`config.mk`:
```
export PLATFORM = sky130hd
export DESIGN_NAME = pipe_ctrl_flat
export DESIGN_NICKNAME = d
export VERILOG_FILES = /design/src/rtl/pipe_ctrl_if.sv /design/src/rtl/pipe_ctrl.sv /design/src/flat_wrapper.sv
export SDC_FILE = /design/constraint.sdc
export NUM_CORES = 1
export LEC_CHECK = 0
export BUFFER_PORTS_ARGS = -buffer_cell sky130_fd_sc_hd__buf_2
export CAP_MARGIN = 20
export CORE_AREA = 2 2 100 102
export DETAILED_ROUTE_END_ITERATION = 6
export DIE_AREA = 0 0 102 104
export HOLD_SLACK_MARGIN = 0.12
export PLACE_DENSITY = 0.62
export SLEW_MARGIN = 20
export SYNTH_ARGS = -nofsm -noshare
export SYNTH_HDL_FRONTEND = slang
export SYNTH_SLANG_ARGS = --single-unit
```
`constraint.sdc`:
```
create_clock -name clk -period 6.1 [get_ports clk]
set_clock_uncertainty 0.2 [all_clocks]
set_input_delay 0.915 -clock clk [delete_from_list [all_inputs] [get_ports clk]]
set_output_delay 0.915 -clock clk [all_outputs]
set_load 0.01 [all_outputs]
```
`src/rtl/pipe_ctrl_if.sv`:
```
// ============================================================================
// Module   : pipe_ctrl_if
// Purpose  : Stall/flush/redirect bundle between the pipeline and pipe_ctrl.
// Revision : 1.0 - initial release
// ============================================================================
`default_nettype none

interface pipe_ctrl_if;
    logic        stallreq_if_i;
    logic        stallreq_id_i;
    logic        stallreq_ex_i;
    logic        stallreq_mem_i;
    logic        branch_flag_i;
    logic [31:0] branch_target_i;
    logic        excp_i;
    logic [3:0]  excp_num_i;
    logic [31:0] eentry_i;
    logic        ertn_i;
    logic [31:0] era_i;
    logic        fetch_ready_i;
    logic [4:0]  stall_o;
    logic [4:0]  flush_o;
    logic        redirect_valid_o;
    logic [31:0] redirect_pc_o;
    logic [3:0]  excp_num_o;
    logic        hang_o;

    // Controller side
    modport slave (
        input  stallreq_if_i, stallreq_id_i, stallreq_ex_i, stallreq_mem_i,
        input  branch_flag_i, branch_target_i,
        input  excp_i, excp_num_i, eentry_i,
        input  ertn_i, era_i,
        input  fetch_ready_i,
        output stall_o, flush_o, redirect_valid_o, redirect_pc_o,
        output excp_num_o, hang_o
    );

    // Pipeline side
    modport master (
        output stallreq_if_i, stallreq_id_i, stallreq_ex_i, stallreq_mem_i,
        output branch_flag_i, branch_target_i,
        output excp_i, excp_num_i, eentry_i,
        output ertn_i, era_i,
        output fetch_ready_i,
        input  stall_o, flush_o, redirect_valid_o, redirect_pc_o,
        input  excp_num_o, hang_o
    );
endinterface

`default_nettype wire

```
`src/rtl/pipe_ctrl.sv`:
```
// ============================================================================
// Module   : pipe_ctrl
// Purpose  : 5-stage pipeline stall/flush/redirect controller with watchdog.
// Revision : 1.0 - initial release
// ============================================================================
`default_nettype none

module pipe_ctrl #(
    parameter logic [15:0] WDOG_MAX = 16'hFFFF
) (
    input  wire logic       clk,
    input  wire logic       rst,
    pipe_ctrl_if.slave      bus
);

    typedef enum logic [0:0] {
        ST_RUN  = 1'b0,
        ST_WAIT = 1'b1
    } state_e;

    localparam logic [4:0] C_FLUSH_ALL    = 5'b11111;
    localparam logic [4:0] C_FLUSH_BRANCH = 5'b00110;
    localparam logic [4:0] C_STALL_WAIT   = 5'b00001;
    localparam logic [4:0] C_FLUSH_WAIT   = 5'b00010;

    state_e      state_q,    state_d;
    logic [31:0] tgt_q,      tgt_d;
    logic [3:0]  excp_num_q, excp_num_d;
    logic [15:0] wdog_q,     wdog_d;
    logic        hang_q,     hang_d;

    logic [2:0]  w_stall_lvl;
    logic [4:0]  w_lvl_stall;
    logic [4:0]  w_lvl_flush;
    logic        w_trap;
    logic [31:0] w_trap_pc;
    logic [4:0]  w_stall;
    logic [4:0]  w_flush;
    logic        w_redirect;
    logic [31:0] w_redirect_pc;

    // Deepest requesting stage wins: everything upstream of it holds.
    always_comb begin
        w_stall_lvl = 3'd0;
        if (bus.stallreq_mem_i)     w_stall_lvl = 3'd4;
        else if (bus.stallreq_ex_i) w_stall_lvl = 3'd3;
        else if (bus.stallreq_id_i) w_stall_lvl = 3'd2;
        else if (bus.stallreq_if_i) w_stall_lvl = 3'd1;
    end

    always_comb begin
        w_lvl_stall = 5'b00000;
        w_lvl_flush = 5'b00000;
        case (w_stall_lvl)
            3'd1: begin w_lvl_stall = 5'b00001; w_lvl_flush = 5'b00010; end
            3'd2: begin w_lvl_stall = 5'b00011; w_lvl_flush = 5'b00100; end
            3'd3: begin w_lvl_stall = 5'b00111; w_lvl_flush = 5'b01000; end
            3'd4: begin w_lvl_stall = 5'b01111; w_lvl_flush = 5'b10000; end
            default: begin w_lvl_stall = 5'b00000; w_lvl_flush = 5'b00000; end
        endcase
    end

    assign w_trap    = bus.excp_i | bus.ertn_i;
    assign w_trap_pc = bus.excp_i ? bus.eentry_i : bus.era_i;

    always_comb begin
        state_d       = state_q;
        tgt_d         = tgt_q;
        excp_num_d    = excp_num_q;
        w_stall       = 5'b00000;
        w_flush       = 5'b00000;
        w_redirect    = 1'b0;
        w_redirect_pc = 32'h0;

        if (rst) begin
            case (state_q)
                ST_RUN: begin
                    if (w_trap) begin
                        w_flush       = C_FLUSH_ALL;
                        w_redirect    = 1'b1;
                        w_redirect_pc = w_trap_pc;
                    end else if (bus.branch_flag_i) begin
                        w_flush       = C_FLUSH_BRANCH;
                        w_redirect    = 1'b1;
                        w_redirect_pc = bus.branch_target_i;
                    end else begin
                        w_stall = w_lvl_stall;
                        w_flush = w_lvl_flush;
                    end
                end
                ST_WAIT: begin
                    // Branches are dropped here; only commit-stage traps can replace the target.
                    if (w_trap) begin
                        w_flush       = C_FLUSH_ALL;
                        w_redirect    = 1'b1;
                        w_redirect_pc = w_trap_pc;
                    end else begin
                        w_stall       = C_STALL_WAIT;
                        w_flush       = C_FLUSH_WAIT;
                        w_redirect    = 1'b1;
                        w_redirect_pc = tgt_q;
                    end
                end
                default: begin
                    w_stall = 5'b00000;
                    w_flush = 5'b00000;
                end
            endcase

            if (bus.excp_i) begin
                excp_num_d = bus.excp_num_i;
            end

            if (w_redirect) begin
                if (bus.fetch_ready_i) begin
                    state_d = ST_RUN;
                end else begin
                    state_d = ST_WAIT;
                    tgt_d   = w_redirect_pc;
                end
            end
        end
    end

    // Watchdog counts consecutive cycles with the PC held.
    always_comb begin
        wdog_d = 16'h0;
        if (w_stall[0]) begin
            wdog_d = (wdog_q >= WDOG_MAX) ? WDOG_MAX : wdog_q + 16'd1;
        end
        hang_d = hang_q | (wdog_d == WDOG_MAX);
    end

    always_ff @(posedge clk) begin
        if (!rst) begin
            state_q    <= ST_RUN;
            tgt_q      <= 32'h0;
            excp_num_q <= 4'h0;
            wdog_q     <= 16'h0;
            hang_q     <= 1'b0;
        end else begin
            state_q    <= state_d;
            tgt_q      <= tgt_d;
            excp_num_q <= excp_num_d;
            wdog_q     <= wdog_d;
            hang_q     <= hang_d;
        end
    end

    assign bus.stall_o          = w_stall;
    assign bus.flush_o          = w_flush;
    assign bus.redirect_valid_o = w_redirect;
    assign bus.redirect_pc_o    = w_redirect_pc;
    assign bus.excp_num_o       = excp_num_q;
    assign bus.hang_o           = hang_q;

endmodule

`default_nettype wire

```
`src/flat_wrapper.sv`:
```
// flat-port wrapper written by rule: the top's interface ports become plain ports
module pipe_ctrl_flat 
#(
    parameter logic [15:0] WDOG_MAX = 16'hFFFF
)
  (clk, rst, bus_stallreq_if_i, bus_stallreq_id_i, bus_stallreq_ex_i, bus_stallreq_mem_i, bus_branch_flag_i, bus_branch_target_i, bus_excp_i, bus_excp_num_i, bus_eentry_i, bus_ertn_i, bus_era_i, bus_fetch_ready_i, bus_stall_o, bus_flush_o, bus_redirect_valid_o, bus_redirect_pc_o, bus_excp_num_o, bus_hang_o);
  pipe_ctrl_if bus_i ();
  input  wire logic clk;
  input  wire logic rst;
  input wire logic [$bits(bus_i.stallreq_if_i)-1:0] bus_stallreq_if_i;
  input wire logic [$bits(bus_i.stallreq_id_i)-1:0] bus_stallreq_id_i;
  input wire logic [$bits(bus_i.stallreq_ex_i)-1:0] bus_stallreq_ex_i;
  input wire logic [$bits(bus_i.stallreq_mem_i)-1:0] bus_stallreq_mem_i;
  input wire logic [$bits(bus_i.branch_flag_i)-1:0] bus_branch_flag_i;
  input wire logic [$bits(bus_i.branch_target_i)-1:0] bus_branch_target_i;
  input wire logic [$bits(bus_i.excp_i)-1:0] bus_excp_i;
  input wire logic [$bits(bus_i.excp_num_i)-1:0] bus_excp_num_i;
  input wire logic [$bits(bus_i.eentry_i)-1:0] bus_eentry_i;
  input wire logic [$bits(bus_i.ertn_i)-1:0] bus_ertn_i;
  input wire logic [$bits(bus_i.era_i)-1:0] bus_era_i;
  input wire logic [$bits(bus_i.fetch_ready_i)-1:0] bus_fetch_ready_i;
  output wire logic [$bits(bus_i.stall_o)-1:0] bus_stall_o;
  output wire logic [$bits(bus_i.flush_o)-1:0] bus_flush_o;
  output wire logic [$bits(bus_i.redirect_valid_o)-1:0] bus_redirect_valid_o;
  output wire logic [$bits(bus_i.redirect_pc_o)-1:0] bus_redirect_pc_o;
  output wire logic [$bits(bus_i.excp_num_o)-1:0] bus_excp_num_o;
  output wire logic [$bits(bus_i.hang_o)-1:0] bus_hang_o;
  assign bus_i.stallreq_if_i = bus_stallreq_if_i;
  assign bus_i.stallreq_id_i = bus_stallreq_id_i;
  assign bus_i.stallreq_ex_i = bus_stallreq_ex_i;
  assign bus_i.stallreq_mem_i = bus_stallreq_mem_i;
  assign bus_i.branch_flag_i = bus_branch_flag_i;
  assign bus_i.branch_target_i = bus_branch_target_i;
  assign bus_i.excp_i = bus_excp_i;
  assign bus_i.excp_num_i = bus_excp_num_i;
  assign bus_i.eentry_i = bus_eentry_i;
  assign bus_i.ertn_i = bus_ertn_i;
  assign bus_i.era_i = bus_era_i;
  assign bus_i.fetch_ready_i = bus_fetch_ready_i;
  assign bus_stall_o = bus_i.stall_o;
  assign bus_flush_o = bus_i.flush_o;
  assign bus_redirect_valid_o = bus_i.redirect_valid_o;
  assign bus_redirect_pc_o = bus_i.redirect_pc_o;
  assign bus_excp_num_o = bus_i.excp_num_o;
  assign bus_hang_o = bus_i.hang_o;
  pipe_ctrl #(.WDOG_MAX(WDOG_MAX)) u_core (.clk(clk), .rst(rst), .bus(bus_i));
endmodule
```
==> results of run 1 <==
worst register-to-register path, cell delays in order (launching register included):
cell and delay (ns):
dfxtp_1 0.36, buf_4 0.37, nor4_4 0.14, nor2_4 0.28
buf_4 0.48, nor2_1 0.11, a211oi_1 0.23
kinds of logic (layout without fill, tap and decap cells):
logic type	count (synthesis)	in the layout	share of synthesized area
DFF	54	54	0.331
other	1	2	0.00115
and+or+nand+nor	191	191	0.297
muxes	6	6	0.0188
adders and majority gates	1	1	0.00384
buffers and inverters	46	174	0.0564
AOI/OAI and AO/OA	124	124	0.262
xor gates and xnor gates	11	11	0.0295
cell usage after synthesis, types with 4 or more instances:
cell | number | area, um^2
nand3_1 | 4 | 20.0
nand2_1 | 13 | 48.8
a221oi_1 | 32 | 280
xnor2_1 | 6 | 52.6
nor2b_1 | 34 | 213
xor2_1 | 5 | 43.8
nor2_1 | 81 | 304
mux2i_1 | 5 | 50.1
a211oi_1 | 32 | 240
nor3_1 | 38 | 190
inv_1 | 5 | 18.8
a21oi_1 | 48 | 240
buf_2 | 6 | 30.0
clkbuf_1 | 30 | 113
dfxtp_1 | 54 | 1080
buf_1 | 4 | 15.0
power breakdown:
part | switching (mW) | internal, mW
clock network | 0.109 | 0.123
registers | 0.0103 | 0.372
logic | 0.107 | 0.0819
total | 0.226 | 0.577
registers in the layout (all words and copies together) (netlist names):
register,count
u_core.tgt_q,32
u_core.wdog_q,16
u_core.bus.excp_num_o,4
u_core.bus.hang_o,1
u_core.state_q,1
worst paths after layout:
check / from / endpoint / cells after the start / slack [ns]
setup / recovery: bus_ertn_i / bus_stall_o[0] / 6 / 2.30
hold reg to reg: u_core.bus.hang_o / u_core.bus.hang_o / 2 / 0.30
hold / removal: u_core.bus.hang_o / u_core.bus.hang_o / 2 / 0.30
setup reg to reg: u_core.state_q / u_core.tgt_q[9] / 6 / 3.85
through the flow:
step	util	instance area, um^2	worst slack [ns]	std cells
6_report	0.440	4200	2.30	696
2_1_floorplan	-	3260	3.03	434
5_1_grt	0.440	4200	2.06	696
3_5_place_dp	0.428	4090	2.28	687
4_1_cts	0.440	4200	2.28	695
3_3_place_gp	0.428	4090	2.34	687
metal layers:
| metal | GRT usage | vias to the layer above | part of all wire |
|---|---|---|---|
| met3 | 0.0289 | 9 | 0.066 |
| met1 | 0.227 | 1639 | 0.45 |
| met2 | 0.302 | 124 | 0.47 |
| li1 | - | 1830 | - |
| met5 | 0 | - | 0 |
| met4 | 0.0371 | 0 | 0.012 |
cell type report:
cell class / count / area share
multi-input cells: 334 / 0.478
inverters: 5 / 0.00447
clock inverters: 1 / 0.00715
repair buffers: 161 / 0.195
flip-flops and latches: 54 / 0.257
diodes: 1 / 0.000596
well taps: 133 / 0.0396
clock buffers: 7 / 0.0182
==> metrics.csv, run 1 <==
metric,value,unit
hold_viol,0,
worst_setup_path_end_kind,output pin,
timing.hold.worst.class,flop to flop,
cp-start-kind,primary input,
place.gp.congestion,0.802,
ys_seq_elements,54,
drv_cap,0,
nNetsFinal,672,
firstDrtPassIters,4,
crit_buf_inv,3,
tightestPinTransition,1.03,ns
clkLatencyLatePin,0.30,ns
grt_pass1_wl,15.3,mm
coreArea,0.00955,mm^2
synth_nets,545,
drive_gt1_frac,0.319,
slowest_delay,0.74,ns
antenna_found_initial,1,
worst_ep_arrival_time,2.69,ns
slew_viol_final,0,
grt_overflow,0,
regArea,0.00108,mm^2
detail-route-antenna-nets,0,
finalCriticalPeriod,3.80,ns
crit_chain,buf_2 > nor2_2 > nand2_1 > a211o_1 > inv_1 > buf_2,
rows,36,
wl_per_cell,14.2,um
cp.required,4.98,ns
crit_type,primary input to output pin,
p_leak,1.80,nW
synth_flop_cell,dfxtp_1,
synth_edf_count,0,
fp.dieArea,0.0106,mm^2
initial_core_util,0.342,
first_global_vias,3176,
io_pins,158,
layout_common_cells,"buf_2, nor2_1, dfxtp_1",
timing.final.crit_share,0.624,
routed_wl,9.88,mm
yosysSeqAreaShare,0.331,
syn_to_final_growth,28.8,%
postCtsResizedCells,0,
avgSynthCellArea,7.52,um^2
synth_warnings,0,
drcViolationCount,0,
die_x,102,um
critPathTopFamily,buffers and inverters,
cts_hold_buf,0,
synth_cells,434,
syn_area,0.00326,mm^2
grt_max_degree,67,
dieHeight,104,um
final-setup-viol-count,0,
power-per-cell-area,191,mW/mm^2
multi_input_area,0.00201,mm^2
post_cts_buffers,0,
drt-initial-drc-count,123,
htreeDepth,2,
cts_root_buffer,clkbuf_8,
place_hpwl,7.27,mm
num_vias,3602,
fin_hold_ws,0.296,ns
rsz0062_at_grt,no,
crit_slowest_cell,buf_2,
status,"complete, no violations",
tns,0,ns
vdd_ir_drop_max,0.129,mV
clock_sinks,54,
clkTransAtPathRegs,0.09,ns
final_common_cell,buf_2,
via_per_inst,5.18,
power,803,uW
portBuffers,156,
fill_cells,1034,
path_common_cell,buf_2,
track_usage,0.175,
tritoncts,yes,
max-clock-path-buffers,2,
fmaxAchievable,0.263,GHz
worstPathMaxFanout,66,
relSlewSlack,0.312,
async_reset_ff_frac,0,
numCtsBuffers,5,
ys_types,43,
No activity file was read; power rests on OpenSTA's default activity.
==> run 2: changes to the inputs <==
--- a/config.mk
+++ b/config.mk
@@ -5,13 +5,14 @@
 export SDC_FILE = /design/constraint.sdc
 export NUM_CORES = 1
 export LEC_CHECK = 0
+export ABC_AREA = 1
 export BUFFER_PORTS_ARGS = -buffer_cell sky130_fd_sc_hd__buf_2
 export CAP_MARGIN = 20
-export CORE_AREA = 2 2 100 102
+export CORE_AREA = 2 2 105 107
 export DETAILED_ROUTE_END_ITERATION = 6
-export DIE_AREA = 0 0 102 104
+export DIE_AREA = 0 0 107 109
 export HOLD_SLACK_MARGIN = 0.12
-export PLACE_DENSITY = 0.62
+export PLACE_DENSITY = 0.61
 export SLEW_MARGIN = 20
 export SYNTH_ARGS = -nofsm -noshare
 export SYNTH_HDL_FRONTEND = slang
==> constraint.sdc (replaced) <==
create_clock -name clk -period 3.9 [get_ports clk]
set_clock_uncertainty 0.2 [all_clocks]
set_input_delay 0.585 -clock clk [delete_from_list [all_inputs] [get_ports clk]]
set_output_delay 0.585 -clock clk [all_outputs]
set_load 0.01 [all_outputs]
==> metrics.csv, run 2 <==
metric,value,unit,change
status,"complete, no violations",,unchanged
vdd_ir_drop_max,0.183,mV,was 0.129 mV
fin_area,0.00452,mm^2,was 0.00420 mm^2
layout_common_cells,"nor2_1, buf_2, nand2_1",,"was buf_2, nor2_1, dfxtp_1"
ys_types,34,,was 43
numCtsBuffers,5,,unchanged
rows,38,,was 36
syn_area,0.00361,mm^2,was 0.00326 mm^2
drv_cap,0,,unchanged
synth_nets,719,,was 545
worstHoldStart,u_core.bus.hang_o,,unchanged
worst_setup_path_end_kind,output pin,,unchanged
dieHeight,109,um,was 104 um
relSlewSlack,0.514,,was 0.312
crit_type,primary input to output pin,,unchanged
yosysSeqAreaShare,0.300,,was 0.331
grt_pass1_wl,17.1,mm,was 15.3 mm
clkTransAtPathRegs,0.09,ns,about the same
fmaxAchievable,0.318,GHz,
tightestPinTransition,0.728,ns,was 1.03 ns
r2r-end,u_core.bus.hang_o,,was u_core.tgt_q[9]
tns,0,ns,unchanged
via_per_inst,4.82,,was 5.18
yosysTopAreaCell,dfxtp_1,,unchanged
grt_max_degree,66,,was 67
wl_per_cell,12.2,um,was 14.2 um
worst_ep_arrival_time,2.36,ns,was 2.69 ns
firstDrtPassIters,4,,unchanged
power,1.24,mW,was 803 uW
tritoncts,yes,,unchanged
cts_hold_buf,0,,unchanged
timing.hold.worst.class,flop to flop,,unchanged
hold_depth,2,,unchanged
nNetsFinal,848,,was 672
place_hpwl,8.04,mm,was 7.27 mm
worstPathMaxFanout,38,,was 66
clock_sinks,54,,unchanged
portBuffers,156,,unchanged
drive_gt1_frac,0.256,,was 0.319
rsz0062_at_grt,no,,unchanged
die_x,107,um,was 102 um
grt_overflow,0,,unchanged
avgSynthCellArea,5.93,um^2,was 7.52 um^2
synth_edf_count,0,,unchanged
drcViolationCount,0,,unchanged
setup_ws,0.758,ns,was 2.30 ns
place_ws,0.618,ns,was 2.28 ns
coreArea,0.0106,mm^2,was 0.00955 mm^2
place.gp.congestion,0.908,,was 0.802
post_cts_buffers,0,,unchanged
p_leak,2.44,nW,was 1.80 nW
timing.final.crit_share,0.806,,
slew_viol_final,0,,unchanged
postCtsResizedCells,0,,unchanged
placed_cell_area,0.00442,mm^2,was 0.00409 mm^2
routed_wl,10.7,mm,was 9.88 mm
synth_top_area_share,0.300,,was 0.331
detail-route-antenna-nets,0,,unchanged
fp.dieArea,0.0117,mm^2,was 0.0106 mm^2
syn_to_final_growth,25.4,%,was 28.8%
clkLatencyLatePin,0.32,ns,was 0.30 ns
drt-initial-drc-count,154,,was 123
first_global_vias,3783,,"was 3,176"
regMostFlops,u_core.tgt_q,,unchanged
finalCriticalPeriod,3.14,ns,
r2r.worst_path.cells,11,,was 6
track_usage,0.180,,was 0.175
hold_viol,0,,unchanged
htreeDepth,2,,unchanged
largest_reg_flops,32,,unchanged
synth.top_cells.by_area,"dfxtp_1, nor2_1, nand2_1",,"was dfxtp_1, nor2_1, a221oi_1"
ff2ff_setup_slack,1.35,ns,was 3.85 ns
synth_cells,608,,was 434
ys_seq_elements,54,,unchanged
num_vias,4236,,"was 3,602"
power-per-cell-area,273,mW/mm^2,was 191 mW/mm^2
final-setup-viol-count,0,,unchanged
antenna_found_initial,0,,was 1
yosys-top-cells-count,"nor2_1, nand2_1, a21oi_1",,"was nor2_1, dfxtp_1, a21oi_1"
max-clock-path-buffers,2,,unchanged
cts_root_buffer,clkbuf_8,,unchanged
yosysMostFrequentCell,nor2_1,,unchanged
synth_flop_cell,dfxtp_1,,unchanged
synth_warnings,0,,unchanged
cp-start-kind,primary input,,unchanged
async_reset_ff_frac,0,,unchanged
fin_hold_ws,0.258,ns,was 0.296 ns
io_pins,158,,unchanged
final_common_cell,nor2_1,,was buf_2
initial_core_util,0.340,,was 0.342
timing.rr.start,u_core.state_q,,unchanged
hold_path_end,u_core.bus.hang_o,,unchanged
cp.required,3.12,ns,was 4.98 ns
## run 2: changes by cell type in the layout (fill, tap and decap cells not counted), sizes merged, moves of 5 or more
cell	delta
xnor2	-5
nor3	-36
a221oi	-32
nor2b	-34
nor2	+109
nand3	+19
a22o	+31
a21oi	+27
inv	+36
o21ai	+5
mux2i	-5
nand2	+111
a211oi	-32
## run 2: cells by family (layout without fill, tap and decap cells)
family,count (synthesis),count (layout),synth area share
adder cells (fa/ha/maj),1,1,0.00347
other,1,2,0.00104
flip-flops,54,54,0.300
AO/OA/AOI/OAI,116,116,0.200
buffers and inverters,81,211,0.0920
XOR/XNOR,4,4,0.00972
AND/OR/NAND/NOR,351,351,0.394
## run 2: worst max path at each step
stage | startpoint | endpoint | slack [ns] | depth (start not counted)
6_report | bus_excp_i | bus_stall_o[0] | 0.76 | 7
5_1_grt | bus_excp_i | bus_stall_o[0] | 0.58 | 7
4_1_cts | bus_excp_i | bus_stall_o[0] | 0.73 | 7
3_5_place_dp | bus_excp_i | u_core.tgt_q[18] | 0.62 | 8
3_3_place_gp | bus_excp_i | u_core.tgt_q[16] | 0.70 | 8
2_1_floorplan | bus_excp_i | bus_redirect_pc_o[10] | 1.62 | 6
## run 2: area by class of cell
cell class	count	area, um^2
fill	1177	6080
clock inverter	3	25.0
inverter	43	161
timing repair buffer	160	811
multi-input combinational	473	2200
antenna	1	2.50
tap	140	175
clock buffer	5	68.8
sequential	54	1080
## run 2: critical path, stage by stage
cell	delay (ns)
buf_2	0.32
inv_2	0.21
nand2_4	0.26
nor2_4	0.24
nand2_2	0.08
a21oi_4	0.41
buf_2	0.23
## run 2: per-stage QoR
| step | util | std cells |
|---|---|---|
| floorplan | - | 608 |
| global placement | 0.417 | 870 |
| detailed placement | 0.417 | 870 |
| CTS | 0.426 | 878 |
| global route | 0.426 | 878 |
| finish | 0.427 | 879 |
## run 2: power breakdown
group | internal (mW) | total [mW] | switching [mW]
combinational | 0.134 | 0.319 | 0.185
clock | 0.130 | 0.328 | 0.198
sequential | 0.576 | 0.589 | 0.0127
## run 2: layer usage
| metal | wire length, um | part of all wire | track usage |
|---|---|---|---|
| met3 | 598 | 0.056 | 0.0281 |
| met5 | 0 | 0 | 0 |
| met2 | 5050 | 0.47 | 0.318 |
| met4 | 105 | 0.0098 | 0.0399 |
| met1 | 4960 | 0.46 | 0.232 |
